==> src/rtl/v_lsu_agu.sv <==
// Strided vector load/store address generator for a 4-bank word memory.
// Each issue cycle takes the longest run of upcoming elements whose banks do not collide.
//
//   state | meaning
//   IDLE  | waiting for start; a start with vl=0 only pulses done
//   ISSUE | issuing up to 4 bank-distinct elements per cycle
//   DRAIN | final load writeback cycle; done follows
module v_lsu_agu #(
    parameter int DATAMEM_BITS  = 14,
    parameter int DATAMEM_WIDTH = 32,
    parameter int VL_BITS       = 7
) (
    input  logic                     core_clk,
    input  logic                     rst,
    input  logic                     start,
    input  logic                     is_store,
    input  logic [DATAMEM_BITS-1:0]  base_addr,
    input  logic [DATAMEM_BITS-1:0]  stride,
    input  logic [VL_BITS-1:0]       vl,
    output logic [5:0]               st_idx_0,
    output logic [5:0]               st_idx_1,
    output logic [5:0]               st_idx_2,
    output logic [5:0]               st_idx_3,
    input  logic [DATAMEM_WIDTH-1:0] st_data_0,
    input  logic [DATAMEM_WIDTH-1:0] st_data_1,
    input  logic [DATAMEM_WIDTH-1:0] st_data_2,
    input  logic [DATAMEM_WIDTH-1:0] st_data_3,
    output logic [3:0]               dm_write_0,
    output logic [3:0]               dm_write_1,
    output logic [3:0]               dm_write_2,
    output logic [3:0]               dm_write_3,
    output logic [DATAMEM_BITS-1:0]  data_addr,
    output logic [DATAMEM_BITS-1:0]  data_addr1,
    output logic [DATAMEM_BITS-1:0]  data_addr2,
    output logic [DATAMEM_BITS-1:0]  data_addr3,
    output logic [DATAMEM_WIDTH-1:0] data_in_0,
    output logic [DATAMEM_WIDTH-1:0] data_in_1,
    output logic [DATAMEM_WIDTH-1:0] data_in_2,
    output logic [DATAMEM_WIDTH-1:0] data_in_3,
    input  logic [DATAMEM_WIDTH-1:0] data_out_0,
    input  logic [DATAMEM_WIDTH-1:0] data_out_1,
    input  logic [DATAMEM_WIDTH-1:0] data_out_2,
    input  logic [DATAMEM_WIDTH-1:0] data_out_3,
    output logic [3:0]               ld_we,
    output logic [5:0]               ld_idx_0,
    output logic [5:0]               ld_idx_1,
    output logic [5:0]               ld_idx_2,
    output logic [5:0]               ld_idx_3,
    output logic [DATAMEM_WIDTH-1:0] ld_data_0,
    output logic [DATAMEM_WIDTH-1:0] ld_data_1,
    output logic [DATAMEM_WIDTH-1:0] ld_data_2,
    output logic [DATAMEM_WIDTH-1:0] ld_data_3,
    output logic                     busy,
    output logic                     done
);

    localparam int AW = DATAMEM_BITS - 1;

    typedef enum logic [1:0] {IDLE, ISSUE, DRAIN} state_t;

    state_t                   state;
    logic                     op_store;
    logic [AW-1:0]            cur_addr;
    logic [AW-1:0]            stride_r;
    logic [VL_BITS-1:0]       cur_idx;
    logic [VL_BITS-1:0]       vl_r;

    logic [VL_BITS-1:0]       remaining;
    logic [AW-1:0]            lane_addr [4];
    logic [1:0]               lane_bank [4];
    logic [5:0]               lane_idx  [4];
    logic [3:0]               issue_mask;
    logic [2:0]               issue_cnt;
    logic                     last_issue;
    logic [AW-1:0]            next_addr;

    logic [AW-1:0]            addr_hold [4];
    logic [AW-1:0]            bank_addr [4];
    logic [3:0]               bank_we   [4];
    logic [DATAMEM_WIDTH-1:0] bank_din  [4];
    logic [5:0]               st_idx_arr [4];
    logic [DATAMEM_WIDTH-1:0] st_data   [4];
    logic [DATAMEM_WIDTH-1:0] dout      [4];

    logic [5:0]               ld_idx_r  [4];
    logic [1:0]               ld_bank_r [4];
    logic [DATAMEM_WIDTH-1:0] ld_data_arr [4];

    logic                     unused_msb;

    // Address bit 13 is never driven, so the top bits of base/stride do not matter.
    assign unused_msb = base_addr[AW] ^ stride[AW];

    assign st_data[0] = st_data_0;
    assign st_data[1] = st_data_1;
    assign st_data[2] = st_data_2;
    assign st_data[3] = st_data_3;
    assign dout[0]    = data_out_0;
    assign dout[1]    = data_out_1;
    assign dout[2]    = data_out_2;
    assign dout[3]    = data_out_3;

    always_comb begin : issue_select
        remaining  = vl_r - cur_idx;
        issue_mask = '0;
        for (int j = 0; j < 4; j++) begin
            lane_addr[j] = cur_addr + AW'(j) * stride_r;
            lane_bank[j] = lane_addr[j][1:0];
            lane_idx[j]  = cur_idx[5:0] + 6'(j);
        end
        if (state == ISSUE) begin
            issue_mask[0] = 1'b1;
            issue_mask[1] = (remaining > VL_BITS'(1)) && (lane_bank[1] != lane_bank[0]);
            issue_mask[2] = issue_mask[1] && (remaining > VL_BITS'(2)) &&
                            (lane_bank[2] != lane_bank[0]) && (lane_bank[2] != lane_bank[1]);
            issue_mask[3] = issue_mask[2] && (remaining > VL_BITS'(3)) &&
                            (lane_bank[3] != lane_bank[0]) && (lane_bank[3] != lane_bank[1]) &&
                            (lane_bank[3] != lane_bank[2]);
        end
    end

    always_comb begin : issue_advance
        issue_cnt  = 3'(issue_mask[0]) + 3'(issue_mask[1]) + 3'(issue_mask[2]) + 3'(issue_mask[3]);
        last_issue = (state == ISSUE) && (remaining <= VL_BITS'(issue_cnt));
        next_addr  = cur_addr + AW'(issue_cnt) * stride_r;
    end

    // Banks not touched this cycle keep presenting their previous address.
    always_comb begin : bank_route
        for (int k = 0; k < 4; k++) begin
            bank_addr[k] = addr_hold[k];
            bank_we[k]   = 4'h0;
            bank_din[k]  = '0;
            for (int j = 0; j < 4; j++) begin
                if (issue_mask[j] && (lane_bank[j] == 2'(k))) begin
                    bank_addr[k] = lane_addr[j];
                    if (op_store) begin
                        bank_we[k]  = 4'hF;
                        bank_din[k] = st_data[j];
                    end
                end
            end
        end
        for (int j = 0; j < 4; j++) begin
            st_idx_arr[j]  = (op_store && issue_mask[j]) ? lane_idx[j] : 6'd0;
            ld_data_arr[j] = ld_we[j] ? dout[ld_bank_r[j]] : '0;
        end
    end

    always_ff @(posedge core_clk or posedge rst) begin
        if (rst) begin
            state    <= IDLE;
            busy     <= 1'b0;
            done     <= 1'b0;
            op_store <= 1'b0;
            cur_addr <= '0;
            stride_r <= '0;
            cur_idx  <= '0;
            vl_r     <= '0;
            ld_we    <= 4'h0;
            for (int k = 0; k < 4; k++) begin
                addr_hold[k] <= '0;
                ld_idx_r[k]  <= '0;
                ld_bank_r[k] <= '0;
            end
        end else begin
            done <= 1'b0;
            for (int k = 0; k < 4; k++) begin
                addr_hold[k] <= bank_addr[k];
            end
            for (int j = 0; j < 4; j++) begin
                ld_we[j]     <= issue_mask[j] && !op_store;
                ld_idx_r[j]  <= (issue_mask[j] && !op_store) ? lane_idx[j] : 6'd0;
                ld_bank_r[j] <= (issue_mask[j] && !op_store) ? lane_bank[j] : 2'd0;
            end
            case (state)
                IDLE: begin
                    if (start) begin
                        if (vl == '0) begin
                            done <= 1'b1;
                        end else begin
                            state    <= ISSUE;
                            busy     <= 1'b1;
                            op_store <= is_store;
                            cur_addr <= base_addr[AW-1:0];
                            stride_r <= stride[AW-1:0];
                            cur_idx  <= '0;
                            vl_r     <= vl;
                        end
                    end
                end
                ISSUE: begin
                    cur_idx  <= cur_idx + VL_BITS'(issue_cnt);
                    cur_addr <= next_addr;
                    if (last_issue) begin
                        if (op_store) begin
                            state <= IDLE;
                            busy  <= 1'b0;
                            done  <= 1'b1;
                        end else begin
                            state <= DRAIN;
                        end
                    end
                end
                DRAIN: begin
                    state <= IDLE;
                    busy  <= 1'b0;
                    done  <= 1'b1;
                end
                default: begin
                    state <= IDLE;
                    busy  <= 1'b0;
                end
            endcase
        end
    end

    assign st_idx_0   = st_idx_arr[0];
    assign st_idx_1   = st_idx_arr[1];
    assign st_idx_2   = st_idx_arr[2];
    assign st_idx_3   = st_idx_arr[3];
    assign dm_write_0 = bank_we[0];
    assign dm_write_1 = bank_we[1];
    assign dm_write_2 = bank_we[2];
    assign dm_write_3 = bank_we[3];
    assign data_addr  = {1'b0, bank_addr[0]};
    assign data_addr1 = {1'b0, bank_addr[1]};
    assign data_addr2 = {1'b0, bank_addr[2]};
    assign data_addr3 = {1'b0, bank_addr[3]};
    assign data_in_0  = bank_din[0];
    assign data_in_1  = bank_din[1];
    assign data_in_2  = bank_din[2];
    assign data_in_3  = bank_din[3];
    assign ld_idx_0   = ld_idx_r[0];
    assign ld_idx_1   = ld_idx_r[1];
    assign ld_idx_2   = ld_idx_r[2];
    assign ld_idx_3   = ld_idx_r[3];
    assign ld_data_0  = ld_data_arr[0];
    assign ld_data_1  = ld_data_arr[1];
    assign ld_data_2  = ld_data_arr[2];
    assign ld_data_3  = ld_data_arr[3];

endmodule

==> config.mk <==
export PLATFORM = sky130hd
export DESIGN_NAME = v_lsu_agu
export DESIGN_NICKNAME = d
export VERILOG_FILES = /design/src/rtl/v_lsu_agu.sv
export SDC_FILE = /design/constraint.sdc
export NUM_CORES = 1
export LEC_CHECK = 0
export ABC_AREA = 1
export CELL_PAD_IN_SITES_DETAIL_PLACEMENT = 1
export CELL_PAD_IN_SITES_GLOBAL_PLACEMENT = 2
export CORE_MARGIN = 3
export CORE_UTILIZATION = 25
export DETAILED_ROUTE_END_ITERATION = 12
export PLACE_DENSITY_LB_ADDON = 0.1
export SYNTH_ARGS = -nofsm -noshare
export SYNTH_HDL_FRONTEND = slang
export SYNTH_SLANG_ARGS = --single-unit
==> constraint.sdc <==
create_clock -name core_clk -period 10.9 [get_ports core_clk]
set_input_delay 3.27 -clock core_clk [delete_from_list [all_inputs] [get_ports core_clk]]
set_output_delay 3.27 -clock core_clk [all_outputs]
set_load 0.02 [all_outputs]
# After elaboration in Yosys (flattened, before gate mapping)
# Cells that the tools add are included.
[classes] n_div=0 n_bitwise=5 n_shift=0 n_eq_ne=24 addsub=12 n_mux=124 n_lt_le_gt_ge=8 reduce_logical=45 mul=2
[op_table] cell="$mux 32" count=41
[op_table] cell="$bmux 32 s2" count=4
[op_table] cell="$mux 13" count=18
[op_table] cell="$mux 4" count=30
[op_table] cell="$add 13x13->13" count=4
[op_table] cell="$mux 6" count=8
[op_table] cell="$logic_and 1x1->1" count=33
[op_table] cell="$pmux 13 s2" count=1
[op_table] cell="$eq 2x2->1 const B" count=9
[op_table] cell="$mux 2" count=8
[op_table] cell="$gt 7x2->1 const B" count=2
[op_table] cell="$mux 7" count=2
[op_table] cell="$pmux 7 s2" count=1
[op_table] cell="$mul 2x13->13 const A" count=1
[op_table] cell="$mul 3x13->13" count=1
[op_table] cell="$add 6x2->6 const B" count=2
[op_table] cell="$ge 3x3->1 const B" count=4
[op_table] cell="$ne 2x2->1" count=6
[op_table] cell="$not 2->3" count=4
[op_table] cell="$eq 2x1->1 const B" count=5
[op_table] cell="$logic_not 2->1" count=5
[op_table] cell="$reduce_and 3->1" count=3
[op_table] cell="$mux 1" count=8
[op_table] cell="$ne 2x2->1 const B" count=4
[op_table] cell="16 further kinds" count=16
[word_totals] wordCells=241 n_memories=0 latch_bits=0 ram_bits=0 reg_bits=133 rom_bits=0

# Depth between registers and ports, before layout
[logic_depth] word_depth=19 depth_mapped=41 depth_no_buf=39

# Least setup slack after synthesis
# OpenSTA, ideal clock, no wires.
[synth_timing] path_kind="input to output" startpoint="input data_out_1[31]" endpoint="output ld_data_0[31]" arrival_ps=3863 t_required_ps=7630 slack_ps=3767 stages=4 n_path_buf=0 cell_sequence="inv_1 > a21oi_1 > o21ai_0 > a21oi_1"
[synth_via] elab_chain_cells=4
[synth_rtl] element="from (decl)" line_no="41" text="input logic [DATAMEM_WIDTH-1:0] data_out_1,"
[synth_rtl] element="$bmux 32 s2" line_no="146" text="ld_data_arr[j] = ld_we[j] ? dout[ld_bank_r[j]] : '0;"
[synth_rtl] element="$mux 32 (not written as such) (2 in a row)" line_no="146"
[synth_rtl] element="$mux 32" line_no="146"
[synth_rtl] element="to (decl)" line_no="49" text="output logic [DATAMEM_WIDTH-1:0] ld_data_0,"
# No other way between the ends. The select of a mux whose other input is x is not followed.

# Worst setup path in the final report
[layout_timing] startpoint="register cur_addr[0]" endpoint="output data_in_2[3]"
[layout_via] elab_chain_cells=13
[layout_rtl] element="from (decl)" line_no="63" text="logic [AW-1:0] cur_addr;"
[layout_rtl] element="from (signal assigned)" line_no="185" text="cur_addr <= base_addr[AW-1:0];"
[layout_rtl] element="from (signal assigned)" line_no="194" text="cur_addr <= next_addr;"
[layout_rtl] element="$add 13x13->13" line_no="107" text="lane_addr[j] = cur_addr + AW'(j) * stride_r;"
[layout_rtl] element="$ne 2x2->1" line_no="113" text="issue_mask[1] = (remaining > VL_BITS'(1)) && (lane_bank[1] != lane_bank[0]);"
[layout_rtl] element="$logic_and 1x1->1" line_no="113"
[layout_rtl] element="$logic_and 1x1->1 (2 in a row)" line_no="114" text="issue_mask[2] = issue_mask[1] && (remaining > VL_BITS'(2)) &&"
[layout_rtl] element="$logic_and 1x1->1" line_no="115" text="(lane_bank[2] != lane_bank[0]) && (lane_bank[2] != lane_bank[1]);"
[layout_rtl] element="$logic_and 1x1->1 (2 in a row)" line_no="116" text="issue_mask[3] = issue_mask[2] && (remaining > VL_BITS'(3)) &&"
[layout_rtl] element="$logic_and 1x1->1 (2 in a row)" line_no="117" text="(lane_bank[3] != lane_bank[0]) && (lane_bank[3] != lane_bank[1]) &&"
[layout_rtl] element="$mux 4" line_no="111" text="if (state == ISSUE) begin"
[layout_rtl] element="$logic_and 1x1->1" line_no="135" text="if (issue_mask[j] && (lane_bank[j] == 2'(k))) begin"
[layout_rtl] element="$mux 32 (*)" line_no="135"
[layout_rtl] element="to (decl)" line_no="38" text="output logic [DATAMEM_WIDTH-1:0] data_in_2,"
# Mark *: on every way between the ends. The rest lies on a longest branch, timed or not.

==> impl_results.md <==
* RSZ-0062 raised after global routing: false
* H-tree depth at 4
* Hold slack at 483 ps
* DRC at 0
* FP Rows at 98
* Syn_area_per_cell at 5.99 sq um
* Internal at 4140 uW
* Max-slew headroom at the worst pin at 23.9%
* Setup TNS at 0 ps
* Root buffer cell: clkbuf_16
* Antenna viol nets, final at 0
* Slew Viols, Final at 0
* Post-DR vias/cell at 5.34
* CP Max Fanout at 45
* Status: finished clean
* Wire length on met3 at 6890 um
* PostCTS Resize Cnt at 0
* All-layer global routing usage at 29.5%
* Clk sinks at 133
* Quantity of I/O buffers inserted on ports at 670
* Final Setup Violations at 0
* Place WS at 2400 ps
* Final Hold Vio Count at 0
* Total power at 10900 uW
* Reg2Reg Setup Slack at 4000 ps
* TritonRoute pass-1 iters at 5
* Pwr/cell area at 417 nW/um^2
* Clock-pin slew on the worst setup and hold paths at 70 ps
* Sequential power share at 8.9%
* Worst-Margin Slew at 1140 ps
* Most frequent cells in the layout: nand2_1 (972), clkdlybuf4s50_1 (670), inv_1 (312)
* Tmin final at 8980 ps
* CTS tree: done
* Top routing layer in use: met5
* CP required at 7630 ps
* Switching part of the total at 62.0%
* Core ar. at 72000 sq um
* Clock power share at 5.5%
* Max-Cap Viols at 0
* Clk_skew at 18.8 ps
* Mapped Area at 18300 sq um
* Initial antenna violation count at 23
* Via count at 24200
* Final net count at 3957
* Cells after synthesis at 3056
* Area occupied by multi-input gates at 12800 sq um
* Vias in the first global route at 24500
* Die Height at 277 um
* Prevailing post-synth register cell: dfrtp_1
* DR WL/cell at 25.9 um
* # fillers at 9158
* First-pass GRT wire length at 173000 um
* Worst skew pair latency at 450 ps
* Most common cell after layout, fill and taps aside: nand2_1
* Final setup margin at 1920 ps
* EDFF count, synth at 0
* CP Data Arrival Time at 5710 ps
* Deepest clock path buffer count at 2
* Starting density of the core at 25.4%
* Seq cells post-synth at 133
* GPL Wtd Cong at 0.937
* Asr flop ratio synth at 100%
* Die outline area at 76600 sq um
* Worst Setup Path Type: flop to primary output
* Drt initial violations at 1766
* Synth warn at 0
* Met1 Wirelength at 48700 um
* Sw Pwr at 6750 uW
* GR Overflow Total at 0
* Distinct cells, synth at 48
* Register area at 3350 sq um
* CP startpoint kind: flop
* Seq/Total Area, Yosys at 18.2%
* Setup Buffers After CTS at 0
* Hpwl dp at 88000 um
* WL final at 118000 um
* Fmax at 111 MHz
* Crit. End Element: primary output
* Max rail drop VDD at 390 uV
* Leakage at 0.0113 uW
* Chip width at 277 um
* Metal2 WL at 58500 um
* Period utilisation layout at 82.3%
* Io pins at 677
* Num CTS Buffers at 17
* Syn-to-layout area delta at 42.8%
* Layout cells sized above 1 at 3.58%
* Combinational share of power at 85.5%
* Hold buffers post-CTS at 0
* Pin count of the biggest net entering global routing at 105
* Worst hold path type: flop to flop
-- cells by family after synthesis --
| logic type | count (synthesis) | synth area share [%] |
|---|---|---|
| xor gates and xnor gates | 53 | 2.58 |
| muxes | 4 | 0.219 |
| DFF | 133 | 18.2 |
| and+or+nand+nor | 1398 | 31.9 |
| AOI/OAI and AO/OA | 812 | 26.1 |
| other | 1 | 0.0205 |
| buffers and inverters | 551 | 12.3 |
| adders and majority gates | 104 | 8.62 |
-- critical path, stage by stage, from the launching register on --
cell	delay (ps)
dfrtp_1	670
ha_1	310
fa_1	520
inv_1	200
nand2_1	90
nand3_2	190
nand3_4	190
nor2_4	220
buf_4	550
nand2_4	290
nor2_4	900
nand2_1	110
nand3_1	140
clkdlybuf4s50_1	820
-- sequential cells by signal, summed over array words and instances (netlist names) --
name       flops
addr_hold     52
stride_r      13
cur_addr      13
op_store       1
cur_idx        7
ld_bank_r      8
busy           1
ld_idx_2       6
ld_idx_3       6
ld_idx_0       6
vl_r           7
state          2
ld_we          4
ld_idx_1       6
done           1
-- cell type report --
class                           instances  area share [%]
Clock buffer                           17            1.63
Multi-Input combinational cell       2375            48.9
Inverter                              329            4.74
Clock inverter                         15           0.689
Sequential cell                       133            12.8
Timing Repair Buffer                  702            26.6
Tap cell                              950            4.54
Antenna cell                           18           0.172
-- stage by stage --
stage / util, % / area [sq um] / instances
after CTS: 36.3 / 26100 / 4521
after global routing: 36.3 / 26100 / 4536
after floorplan: - / 18300 / 3059
final: 36.3 / 26200 / 4539
after detailed placement: 35.4 / 25500 / 4489
after global placement: 35.4 / 25500 / 4489
-- synthesized netlist by cell type (2+ instances only) --
master / number / area (sq um)
o2111ai_1: 4 / 35.0
nor2_1: 119 / 447
o211ai_1: 140 / 1050
clkbuf_1: 139 / 522
a22oi_1: 127 / 953
nand3_2: 3 / 30.0
buf_4: 28 / 210
or2_2: 3 / 18.8
inv_2: 12 / 45.0
fa_1: 37 / 741
a21o_1: 3 / 22.5
nor2_4: 6 / 67.6
o22ai_1: 6 / 37.5
nand2_1: 972 / 3650
ha_1: 67 / 838
nand3_1: 241 / 1210
nand2_4: 4 / 45.0
nand4_1: 15 / 93.8
nor3_4: 3 / 48.8
a31oi_1: 3 / 18.8
buf_1: 8 / 30.0
nor2_2: 7 / 43.8
nor3_1: 11 / 55.1
o21ai_0: 217 / 1090
mux2i_1: 4 / 40.0
buf_2: 43 / 215
dfrtp_1: 133 / 3330
xnor2_1: 17 / 149
nand3b_1: 2 / 15.0
xor2_1: 35 / 307
o31ai_1: 5 / 37.5
buf_6: 3 / 33.8
a21oi_1: 302 / 1510
inv_1: 317 / 1190
nor4_1: 4 / 25.0
nand3_4: 2 / 35.0
o21bai_1: 3 / 22.5
-- worst paths after layout --
path / from / endpoint / cells after the start
min: vl_r[5]$_DFFE_PP0P_ / vl_r[5]$_DFFE_PP0P_ / 2
min reg2reg: vl_r[5]$_DFFE_PP0P_ / vl_r[5]$_DFFE_PP0P_ / 2
max in group asynchronous: rst / addr_hold[4]$_DFF_PP0_ / 3
max reg2reg: cur_addr[0]$_DFFE_PP0P_ / cur_addr[10]$_DFFE_PP0P_ / 24
max: cur_addr[0]$_DFFE_PP0P_ / data_in_2[3] / 13
min in group asynchronous: rst / ld_bank_r[5]$_DFF_PP0_ / 2
-- per-layer routing --
layer,global-route usage (%),vias to the layer above
li1,-,11200
met1,36.6,12000
met2,52.1,867
met3,4.86,154
met4,9.02,12
met5,0,-
-- power groups by stage --
| stage | combinational [uW] | sequential (uW) | clock (uW) |
|---|---|---|---|
| floorplan | 5670 | 864 | 0 |
| CTS | 9370 | 980 | 625 |
| global placement | 9160 | 981 | 0 |
| global route | 10200 | 1010 | 641 |
| detailed placement | 9320 | 990 | 0 |
| finish | 9320 | 974 | 604 |
(Power assumes the default switching activity.)
